--- src/rtl/demux1to4_8bit_buf_pkg.sv ---
// Shared definitions for the 1-to-4 buffered demux: select encodings and default data width.
package demux1to4_8bit_buf_pkg;

  localparam int unsigned W = 8;

  localparam logic [1:0] SEL_I0 = 2'b00;
  localparam logic [1:0] SEL_I1 = 2'b01;
  localparam logic [1:0] SEL_I2 = 2'b10;
  localparam logic [1:0] SEL_I3 = 2'b11;

endpackage

--- src/rtl/demux1to4_8bit_buf_if.sv ---
// Bus bundle for the buffered demux: input handshake, four output lanes and the accept counter.
interface demux1to4_8bit_buf_if #(
  parameter int unsigned W = 8
) ();

  logic         sel1;
  logic         sel0;
  logic [W-1:0] d;
  logic         in_valid;
  logic         in_ready;
  logic [W-1:0] f0;
  logic [W-1:0] f1;
  logic [W-1:0] f2;
  logic [W-1:0] f3;
  logic         v0;
  logic         v1;
  logic         v2;
  logic         v3;
  logic         r0;
  logic         r1;
  logic         r2;
  logic         r3;
  logic [7:0]   acc_cnt;

  modport master (
    output sel1, sel0, d, in_valid, r0, r1, r2, r3,
    input  in_ready, f0, f1, f2, f3, v0, v1, v2, v3, acc_cnt
  );

  modport slave (
    input  sel1, sel0, d, in_valid, r0, r1, r2, r3,
    output in_ready, f0, f1, f2, f3, v0, v1, v2, v3, acc_cnt
  );

endinterface

--- src/rtl/demux_slot.sv ---
// One output lane: a W-bit data register with a full flag and its valid/ready handshake.
module demux_slot #(
  parameter int unsigned W = 8
) (
  input  logic         clk,
  input  logic         rst_n,
  input  logic         hit,
  input  logic         in_valid,
  input  logic [W-1:0] d,
  input  logic         r,
  output logic [W-1:0] f,
  output logic         v,
  output logic         ready
);

  logic [W-1:0] data_q;
  logic         full_q;
  logic         load;

  // A draining lane can take new data in the same cycle, so there is no bubble.
  assign ready = ~full_q | r;
  assign load  = hit & in_valid & ready;

  always_ff @(posedge clk) begin
    if (!rst_n) begin
      data_q <= '0;
      full_q <= 1'b0;
    end else if (load) begin
      data_q <= d;
      full_q <= 1'b1;
    end else if (full_q && r) begin
      full_q <= 1'b0;
    end
  end

  assign f = data_q;
  assign v = full_q;

endmodule

--- src/rtl/demux1to4_8bit_buf.sv ---
// 1-to-4 demux with a one-entry buffer per lane and a count of accepted input transfers.
module demux1to4_8bit_buf
  import demux1to4_8bit_buf_pkg::*;
#(
  parameter int unsigned W = demux1to4_8bit_buf_pkg::W
) (
  input logic                  clk,
  input logic                  rst_n,
  demux1to4_8bit_buf_if.slave  bus
);

  logic [1:0] sel;
  logic [3:0] hit;
  logic [3:0] rdy;
  logic [7:0] cnt_q;

  assign sel = {bus.sel1, bus.sel0};

  always_comb begin
    hit = 4'b0000;
    unique case (sel)
      SEL_I0: hit = 4'b0001;
      SEL_I1: hit = 4'b0010;
      SEL_I2: hit = 4'b0100;
      SEL_I3: hit = 4'b1000;
      default: hit = 4'b0000;
    endcase
  end

  demux_slot #(.W(W)) u_slot0 (
    .clk(clk), .rst_n(rst_n), .hit(hit[0]), .in_valid(bus.in_valid), .d(bus.d),
    .r(bus.r0), .f(bus.f0), .v(bus.v0), .ready(rdy[0])
  );

  demux_slot #(.W(W)) u_slot1 (
    .clk(clk), .rst_n(rst_n), .hit(hit[1]), .in_valid(bus.in_valid), .d(bus.d),
    .r(bus.r1), .f(bus.f1), .v(bus.v1), .ready(rdy[1])
  );

  demux_slot #(.W(W)) u_slot2 (
    .clk(clk), .rst_n(rst_n), .hit(hit[2]), .in_valid(bus.in_valid), .d(bus.d),
    .r(bus.r2), .f(bus.f2), .v(bus.v2), .ready(rdy[2])
  );

  demux_slot #(.W(W)) u_slot3 (
    .clk(clk), .rst_n(rst_n), .hit(hit[3]), .in_valid(bus.in_valid), .d(bus.d),
    .r(bus.r3), .f(bus.f3), .v(bus.v3), .ready(rdy[3])
  );

  assign bus.in_ready = rdy[sel];

  always_ff @(posedge clk) begin
    if (!rst_n) begin
      cnt_q <= 8'd0;
    end else if (bus.in_valid && bus.in_ready) begin
      cnt_q <= cnt_q + 8'd1;
    end
  end

  assign bus.acc_cnt = cnt_q;

endmodule

--- src/flat_wrapper.sv ---
// flat-port wrapper written by rule: the top's interface ports become plain ports
module demux1to4_8bit_buf_flat import demux1to4_8bit_buf_pkg::*;
#(
  parameter int unsigned W = demux1to4_8bit_buf_pkg::W
)
  (clk, rst_n, bus_sel1, bus_sel0, bus_d, bus_in_valid, bus_r0, bus_r1, bus_r2, bus_r3, bus_in_ready, bus_f0, bus_f1, bus_f2, bus_f3, bus_v0, bus_v1, bus_v2, bus_v3, bus_acc_cnt);
  demux1to4_8bit_buf_if #(.W(W)) bus_i ();
  input logic clk;
  input logic rst_n;
  input wire logic [$bits(bus_i.sel1)-1:0] bus_sel1;
  input wire logic [$bits(bus_i.sel0)-1:0] bus_sel0;
  input wire logic [$bits(bus_i.d)-1:0] bus_d;
  input wire logic [$bits(bus_i.in_valid)-1:0] bus_in_valid;
  input wire logic [$bits(bus_i.r0)-1:0] bus_r0;
  input wire logic [$bits(bus_i.r1)-1:0] bus_r1;
  input wire logic [$bits(bus_i.r2)-1:0] bus_r2;
  input wire logic [$bits(bus_i.r3)-1:0] bus_r3;
  output wire logic [$bits(bus_i.in_ready)-1:0] bus_in_ready;
  output wire logic [$bits(bus_i.f0)-1:0] bus_f0;
  output wire logic [$bits(bus_i.f1)-1:0] bus_f1;
  output wire logic [$bits(bus_i.f2)-1:0] bus_f2;
  output wire logic [$bits(bus_i.f3)-1:0] bus_f3;
  output wire logic [$bits(bus_i.v0)-1:0] bus_v0;
  output wire logic [$bits(bus_i.v1)-1:0] bus_v1;
  output wire logic [$bits(bus_i.v2)-1:0] bus_v2;
  output wire logic [$bits(bus_i.v3)-1:0] bus_v3;
  output wire logic [$bits(bus_i.acc_cnt)-1:0] bus_acc_cnt;
  assign bus_i.sel1 = bus_sel1;
  assign bus_i.sel0 = bus_sel0;
  assign bus_i.d = bus_d;
  assign bus_i.in_valid = bus_in_valid;
  assign bus_i.r0 = bus_r0;
  assign bus_i.r1 = bus_r1;
  assign bus_i.r2 = bus_r2;
  assign bus_i.r3 = bus_r3;
  assign bus_in_ready = bus_i.in_ready;
  assign bus_f0 = bus_i.f0;
  assign bus_f1 = bus_i.f1;
  assign bus_f2 = bus_i.f2;
  assign bus_f3 = bus_i.f3;
  assign bus_v0 = bus_i.v0;
  assign bus_v1 = bus_i.v1;
  assign bus_v2 = bus_i.v2;
  assign bus_v3 = bus_i.v3;
  assign bus_acc_cnt = bus_i.acc_cnt;
  demux1to4_8bit_buf #(.W(W)) u_core (.clk(clk), .rst_n(rst_n), .bus(bus_i));
endmodule
--- config.mk ---
export PLATFORM = sky130hd
export DESIGN_NAME = demux1to4_8bit_buf_flat
export DESIGN_NICKNAME = d
export VERILOG_FILES = /design/src/rtl/demux1to4_8bit_buf_pkg.sv /design/src/rtl/demux1to4_8bit_buf_if.sv /design/src/rtl/demux_slot.sv /design/src/rtl/demux1to4_8bit_buf.sv /design/src/flat_wrapper.sv
export SDC_FILE = /design/constraint.sdc
export NUM_CORES = 1
export LEC_CHECK = 0
export ABC_AREA = 1
export BUFFER_PORTS_ARGS = -buffer_cell sky130_fd_sc_hd__buf_4
export CORE_MARGIN = 2
export CORE_UTILIZATION = 46
export CTS_BUF_LIST = sky130_fd_sc_hd__clkbuf_8
export CTS_CLUSTER_SIZE = 30
export DETAILED_ROUTE_END_ITERATION = 7
export PLACE_DENSITY_LB_ADDON = 0.2
export SLEW_MARGIN = 10
export SYNTH_ARGS = -nofsm -noshare
export SYNTH_HDL_FRONTEND = slang
export SYNTH_SLANG_ARGS = --single-unit
--- constraint.sdc ---
create_clock -name clk -period 1.2 [get_ports clk]
set_clock_uncertainty 0.1 [all_clocks]
set_input_delay 0.3 -clock clk [delete_from_list [all_inputs] [get_ports clk]]
set_output_delay 0.3 -clock clk [all_outputs]
set_load 0.02 [all_outputs]
==> flow_metrics.tcl, run 1 <==
set metrics [dict create \
    status "complete, but fails checks" \
    violations "negative setup slack" \
    final_antenna_net_count 0 \
    syn_area_sq_um 1808 \
    timing.slew.headroom_pct 75.49 \
    grt_max_degree 21 \
    post-route-period-util_pct 117.2 \
    yosysWarnings 0 \
    register_area_sq_um 949.7 \
    dp_cells 361 \
    arrival_ns 1.01 \
    synth.most_common_cell "nor2_1" \
    worstSetupPathType "reg2out" \
    cts_sinks 44 \
    setup_viol 40 \
    synth_ff_type "dfxtp_1" \
    cts_made_buffers 5 \
    chipHeight_um 66.69 \
    cp-startpoint "u_core.u_slot1.v" \
    antenna_found_initial 0 \
    synth_top_family_by_area "simple AND/OR/NAND/NOR gates" \
    tightest_slew_ns 0.3653 \
    final.setup.tns_ns -2.414 \
    drt_iter0_markers 164 \
    leakagePower_nw 1.363 \
    synth_seq_area_share_pct 48.72 \
    max_freq_mhz 710.9 \
    netlist_instances 234 \
    maxSlewViolCount 0 \
    route.detailed.drc 0 \
    die_x_um 66.69 \
    cp-end-kind "output pin" \
    synth_top_area_cell "dfxtp_1" \
    core_sq_um 3716 \
    crit_chain "nand3_2 -> nand3_2 -> nand2_4 -> buf_6" \
    wire_per_inst_um 15.11 \
    drtPass1Iterations 4 \
    gp_congestion 0.7951 \
    synthTopCellsByArea "dfxtp_1 (49%), nor2_1 (11%), o21ai_0 (8.9%), a21oi_1 (5.0%), nand3_1 (5.0%)" \
    drt-vias-per-instance 5.203 \
    required_ns 0.80 \
    grt_overflow 0 \
    r2r-start "u_core.bus.acc_cnt[0]" \
    critical_path.max_stage_delay_ns 0.36 \
    async_flop_share_pct 0 \
    cts_tree "built" \
    final_nets 358 \
    avgSynthCellArea_sq_um 7.726 \
    drv_cap 0 \
    final_util_pct 82.15 \
    fillers 221 \
    r2r_slack_ns -0.20 \
    r2r-end "u_core.bus.acc_cnt[2]" \
    yosys.area_share.simple_pct 25.95 \
    synthDistinctLibCells 23 \
    dp_hpwl_mm 3.325 \
    yosysTopAreaCellShare_pct 48.72 \
    start_util_pct 48.65 \
    synthesis.nets 252 \
    rows 22 \
    cts_buffer_depth 2 \
    grt_pass1_wl_mm 8.148 \
    min_period_ns 1.407 \
    dieArea_sq_um 4448 \
    fin_ws_ns -0.2066 \
    synthXorXnorAreaFrac_pct 1.453 \
    synth_edf_count 0 \
    track_usage_pct 24.49 \
    insertion_delay_ns 0.30 \
    cpMostUsedCell "nand3_2" \
    synthTopCellsByCount "nor2_1 (53), dfxtp_1 (44), o21ai_0 (32)" \
    startpoint_type "flop" \
    wirelength_mm 5.877 \
    power_density_nw_per_um2 1038 \
    rsz0062_at_grt "yes" \
    ir_drop_uv 877.0 \
    area_growth_pct 68.86 \
    muxShareOfSynthArea_pct 0 \
    ys_ff_latch 44 \
    stdcell_count 389 \
    finalInstanceArea_sq_um 3053 \
    cp_max_fo 2 \
    dp_slack_ns -0.1377 \
    synth_fa_ha_area_share_pct 0.6920 \
    placed_cell_area_sq_um 2507 \
    h-tree-depth 2 \
    io_pins 62 \
    vias 2024 \
    clkTransAtPathRegs_ns 0.08 \
    hp-class "in2reg" \
    layout-drive-gt1-share_pct 58.94 \
    crit_end "bus_in_ready" \
    whs_ns 0.1589 \
    critical_path.slowest_cell "dfxtp_4" \
    multi_input_area_sq_um 958.4 \
    reg2reg_depth 6 \
    finalHoldViolations 0 \
    grt_pass1_vias 1774 \
    root_buffer "clkbuf_8" \
    diodes 0 \
    synth_compound_area_share_pct 16.82 \
    portBuffers 61 \
    power_mw 3.168 \
]
registers in the layout, indices dropped and copies added, names as in the netlist:
| register | count |
|---|---|
| u_core.u_slot1.f | 8 |
| u_core.bus.acc_cnt | 8 |
| u_core.u_slot0.f | 8 |
| u_core.u_slot2.v | 1 |
| u_core.u_slot3.f | 8 |
| u_core.u_slot3.v | 1 |
| u_core.u_slot1.v | 1 |
| u_core.u_slot0.v | 1 |
| u_core.u_slot2.f | 8 |
layout make-up:
| type | instances | share of cell area, % |
|---|---|---|
| Multi-Input combinational cell | 162 | 31.39 |
| Timing Repair Buffer | 104 | 29.51 |
| Clock inverter | 2 | 0.2459 |
| Clock buffer | 6 | 2.705 |
| Sequential cell | 44 | 31.11 |
| Tap cell | 48 | 1.967 |
| Inverter | 23 | 3.074 |
cells by family (layout without fill, tap and decap cells):
logic type	Yosys count	count (layout)
buffers and inverters	28	135
xor gates and xnor gates	3	3
DFF	44	44
and+or+nand+nor	104	104
AOI/OAI and AO/OA	54	54
adders and majority gates	1	1
routing by layer:
metal  vias up  track usage (%)  share of wire [%]
met2        90            42.38                 53
met3        13            7.264                6.5
met4         0            8.163                1.7
met5         -                0                  0
li1        970                -                  -
met1       951            28.75                 39
how the worst min path moves through the flow:
stage	slack, ns	cells past startpoint	to	start
3_3_place_gp	0.33	2	u_core.u_slot0.f[5]	u_core.u_slot0.f[5]
3_5_place_dp	0.34	2	u_core.u_slot0.f[5]	u_core.u_slot0.f[5]
2_1_floorplan	0.33	2	u_core.u_slot1.f[0]	bus_d[0]
4_1_cts	0.17	3	u_core.u_slot3.f[0]	bus_d[0]
6_report	0.16	3	u_core.u_slot1.f[0]	bus_d[0]
5_1_grt	0.16	3	u_core.u_slot2.f[7]	bus_d[7]
power by group:
part / switching [mW] / internal [mW] / leakage (nW)
Clock: 0.492 / 0.453 / 0.0538
Sequential: 0.0539 / 1.53 / 0.379
Combinational: 0.347 / 0.296 / 0.931
Total: 0.893 / 2.28 / 1.36
worst max-delay path: cells and delay by family (launching register included):
family	cells	cell delay [ns]
DFF	1	0.36
and+or+nand+nor	3	0.22
buffers and inverters	1	0.12
repair_timing:
item | CTS | global route
buffers inserted | 11 | 10
hold buffers | 0 | 0
endpoints found under the setup margin | 18 | 69
pin swaps | 16 | 32
resized for setup | 40 | 85
layout by cell type (no fill, tap or decap), types with 2 or more instances in the layout:
| master | n |
|---|---|
| buf_4 | 72 |
| nor2_1 | 47 |
| buf_6 | 32 |
| dfxtp_2 | 31 |
| nand2_1 | 21 |
| inv_1 | 17 |
| a21oi_1 | 16 |
| o21ai_2 | 15 |
| nand3_1 | 12 |
| o21ai_0 | 10 |
| nand3_2 | 8 |
| o21ai_1 | 8 |
| nor2_2 | 8 |
| dfxtp_4 | 8 |
| clkbuf_8 | 6 |
| dfxtp_1 | 5 |
| inv_2 | 4 |
| nand2_4 | 3 |
| a21oi_4 | 3 |
| inv_4 | 3 |
| nand2_2 | 2 |
| a21oi_2 | 2 |
| xnor2_1 | 2 |
No activity file was read; power rests on OpenSTA's default activity.
==> run 2: changes to the inputs <==
- ABC_AREA: 1 -> unset
==> run 2 against run 1 <==
Against the previous run: the flow still finishes with violations (negative setup slack); synthesized area increased by 1.3%; die area increased by 1.2%; sequential share of layout area increased by 2.0 points; power decreased by 8.4%; critical path type unchanged; combinational power decreased by 27%; cell area decreased by 7.6%; highest routed layer unchanged; maximum frequency decreased by 24%; clock power decreased by 6.0%; cell count decreased by 22%.
==> flow_metrics.tcl, run 2 <==
set metrics [dict create \
    status "complete, but fails checks" \
    violations "negative setup slack" \
    stdcell_count 304 \
    muxShareOfSynthArea_pct 19.26 \
    rows 22 \
    ir_drop_uv 891.0 \
    power_mw 2.902 \
    arrival_ns 1.44 \
    fin_ws_ns -0.6398 \
    critical_path.slowest_cell "mux4_2" \
    multi_input_area_sq_um 965.9 \
    leakagePower_nw 1.185 \
    io_pins 62 \
    final.setup.tns_ns -10.01 \
    required_ns 0.80 \
    final_antenna_net_count 0 \
    finalHoldViolations 0 \
    synthTopCellsByArea "dfxtp_1 (48%), mux2i_1 (18%), nor2b_1 (12%), a21boi_1 (2.9%), or3_1 (2.4%)" \
    die_x_um 67.11 \
    synth.most_common_cell "dfxtp_1" \
    drt-vias-per-instance 5.066 \
    max_freq_mhz 543.5 \
    drt_iter0_markers 78 \
    rsz0062_at_grt "yes" \
    wire_per_inst_um 15.33 \
    area_growth_pct 54.03 \
    setup_viol 49 \
    drtPass1Iterations 4 \
    min_period_ns 1.840 \
    chipHeight_um 67.11 \
    r2r_slack_ns -0.62 \
    critical_path.max_stage_delay_ns 0.50 \
    insertion_delay_ns 0.29 \
    cp-end-kind "output pin" \
    synthXorXnorAreaFrac_pct 0 \
    avgSynthCellArea_sq_um 10.71 \
    placed_cell_area_sq_um 2512 \
    ys_ff_latch 44 \
    h-tree-depth 2 \
    hp-class "in2reg" \
    diodes 0 \
    grt_overflow 0 \
    clkTransAtPathRegs_ns 0.08 \
    timing.slew.headroom_pct 77.34 \
    path_delay_family "multiplexers" \
    synth_top_area_cell "dfxtp_1" \
    crit_chain "nor2b_4 -> mux4_2 -> inv_2 -> buf_6" \
    final_common_cell "buf_4" \
    synthesis.nets 189 \
    cts_made_buffers 5 \
    startpoint_type "flop" \
    track_usage_pct 22.26 \
    worstSetupPathType "reg2out" \
    dieArea_sq_um 4503 \
    portBuffers 61 \
    dp_slack_ns -0.5659 \
    syn_area_sq_um 1832 \
    dp_hpwl_mm 3.204 \
    start_util_pct 48.93 \
    synthDistinctLibCells 26 \
    synth_fa_ha_area_share_pct 0.6831 \
    gp_congestion 0.7257 \
    final_util_pct 75.37 \
    layout-drive-gt1-share_pct 57.03 \
    hold_buffers 0 \
    final_nets 274 \
    cts_sinks 44 \
    crit_buf_inv 2 \
    power_density_nw_per_um2 1029 \
    layout_common_cells "buf_4 (56), dfxtp_2 (37), nor2b_1 (34), mux2i_1 (30), buf_6 (26)" \
    route.detailed.drc 0 \
    yosysTopAreaCellShare_pct 48.09 \
    synth_compound_area_share_pct 6.011 \
    netlist_instances 171 \
    synthTopCellsByCount "dfxtp_1 (44), nor2b_1 (35), mux2i_1 (33)" \
    root_buffer "clkbuf_8" \
    cts_buffer_depth 2 \
    yosys.area_share.simple_pct 23.57 \
    post-route-period-util_pct 153.3 \
    drv_cap 0 \
    cp_max_fo 2 \
    maxSlewViolCount 0 \
    core_sq_um 3744 \
    grt_max_degree 46 \
    synth_edf_count 0 \
    dp_cells 290 \
    synth_seq_area_share_pct 48.09 \
    cts_tree "built" \
    tightest_slew_ns 0.3399 \
    fillers 275 \
    yosysWarnings 0 \
    antenna_found_initial 0 \
    grt_pass1_vias 1651 \
    synth_top_family_by_area "simple AND/OR/NAND/NOR gates" \
    async_flop_share_pct 0 \
    vias 1540 \
    grt_pass1_wl_mm 7.527 \
    synth_ff_type "dfxtp_1" \
    wirelength_mm 4.660 \
    finalInstanceArea_sq_um 2821 \
    whs_ns 0.1913 \
    register_area_sq_um 934.6 \
]
run 2: changes by cell type after synthesis, moves of 14 or more:
| cell | previous run | this run |
|---|---|---|
| a21oi_1 | 18 | 0 |
| nand2_1 | 24 | 4 |
| nand3_1 | 18 | 3 |
| inv_1 | 16 | 2 |
| nor2b_1 | 0 | 35 |
| mux2i_1 | 0 | 33 |
| nor2_1 | 53 | 2 |
| o21ai_0 | 32 | 7 |
run 2: repair_timing:
item                       in CTS  in global routing
gates resized for setup        39                 37
setup endpoints to repair      54                 77
pin swaps                       2                  2
buffers inserted                9                  6
run 2: where the power goes:
group	switching, mW	leakage, nW	internal, mW	total, mW
clock network	0.492	0.0443	0.396	0.888
registers	0.0310	0.376	1.51	1.54
logic	0.223	0.764	0.249	0.472
total	0.746	1.18	2.16	2.90
run 2: final cells by class:
class	count	share of cell area (%)
Inverter	2	0.2661
Clock inverter	2	0.3991
Tap cell	48	2.129
Timing Repair Buffer	85	27.41
Sequential cell	44	33.13
Clock buffer	5	2.439
Multi-Input combinational cell	118	34.23
run 2: logic make-up after synthesis:
kind of cell	count (synthesis)
mux	34
flops	44
simple gates	66
buf+inv	9
fa+ha+maj	1
compound gates	17
run 2: worst paths after layout:
| path | end | depth (start not counted) | startpoint |
|---|---|---|---|
| max | bus_in_ready | 4 | u_core.u_slot3.v |
| min | u_core.u_slot0.f[1] | 3 | bus_d[1] |
| max reg2reg | u_core.bus.acc_cnt[5] | 5 | u_core.u_slot3.v |
| min reg2reg | u_core.u_slot1.f[7] | 2 | u_core.u_slot1.f[7] |
run 2: worst min-delay path: stages:
cell and delay, ns:
buf_4 0.10, mux2i_1 0.06, nor2b_1 0.09
run 2: layer usage:
| layer | vias to the layer above | wire (um) | global-route usage, % |
|---|---|---|---|
| met4 | 0 | 77 | 8.673 |
| li1 | 753 | - | - |
| met2 | 47 | 2409 | 38.99 |
| met1 | 732 | 1881 | 25.71 |
| met5 | - | 0 | 0 |
| met3 | 8 | 292 | 5.912 |
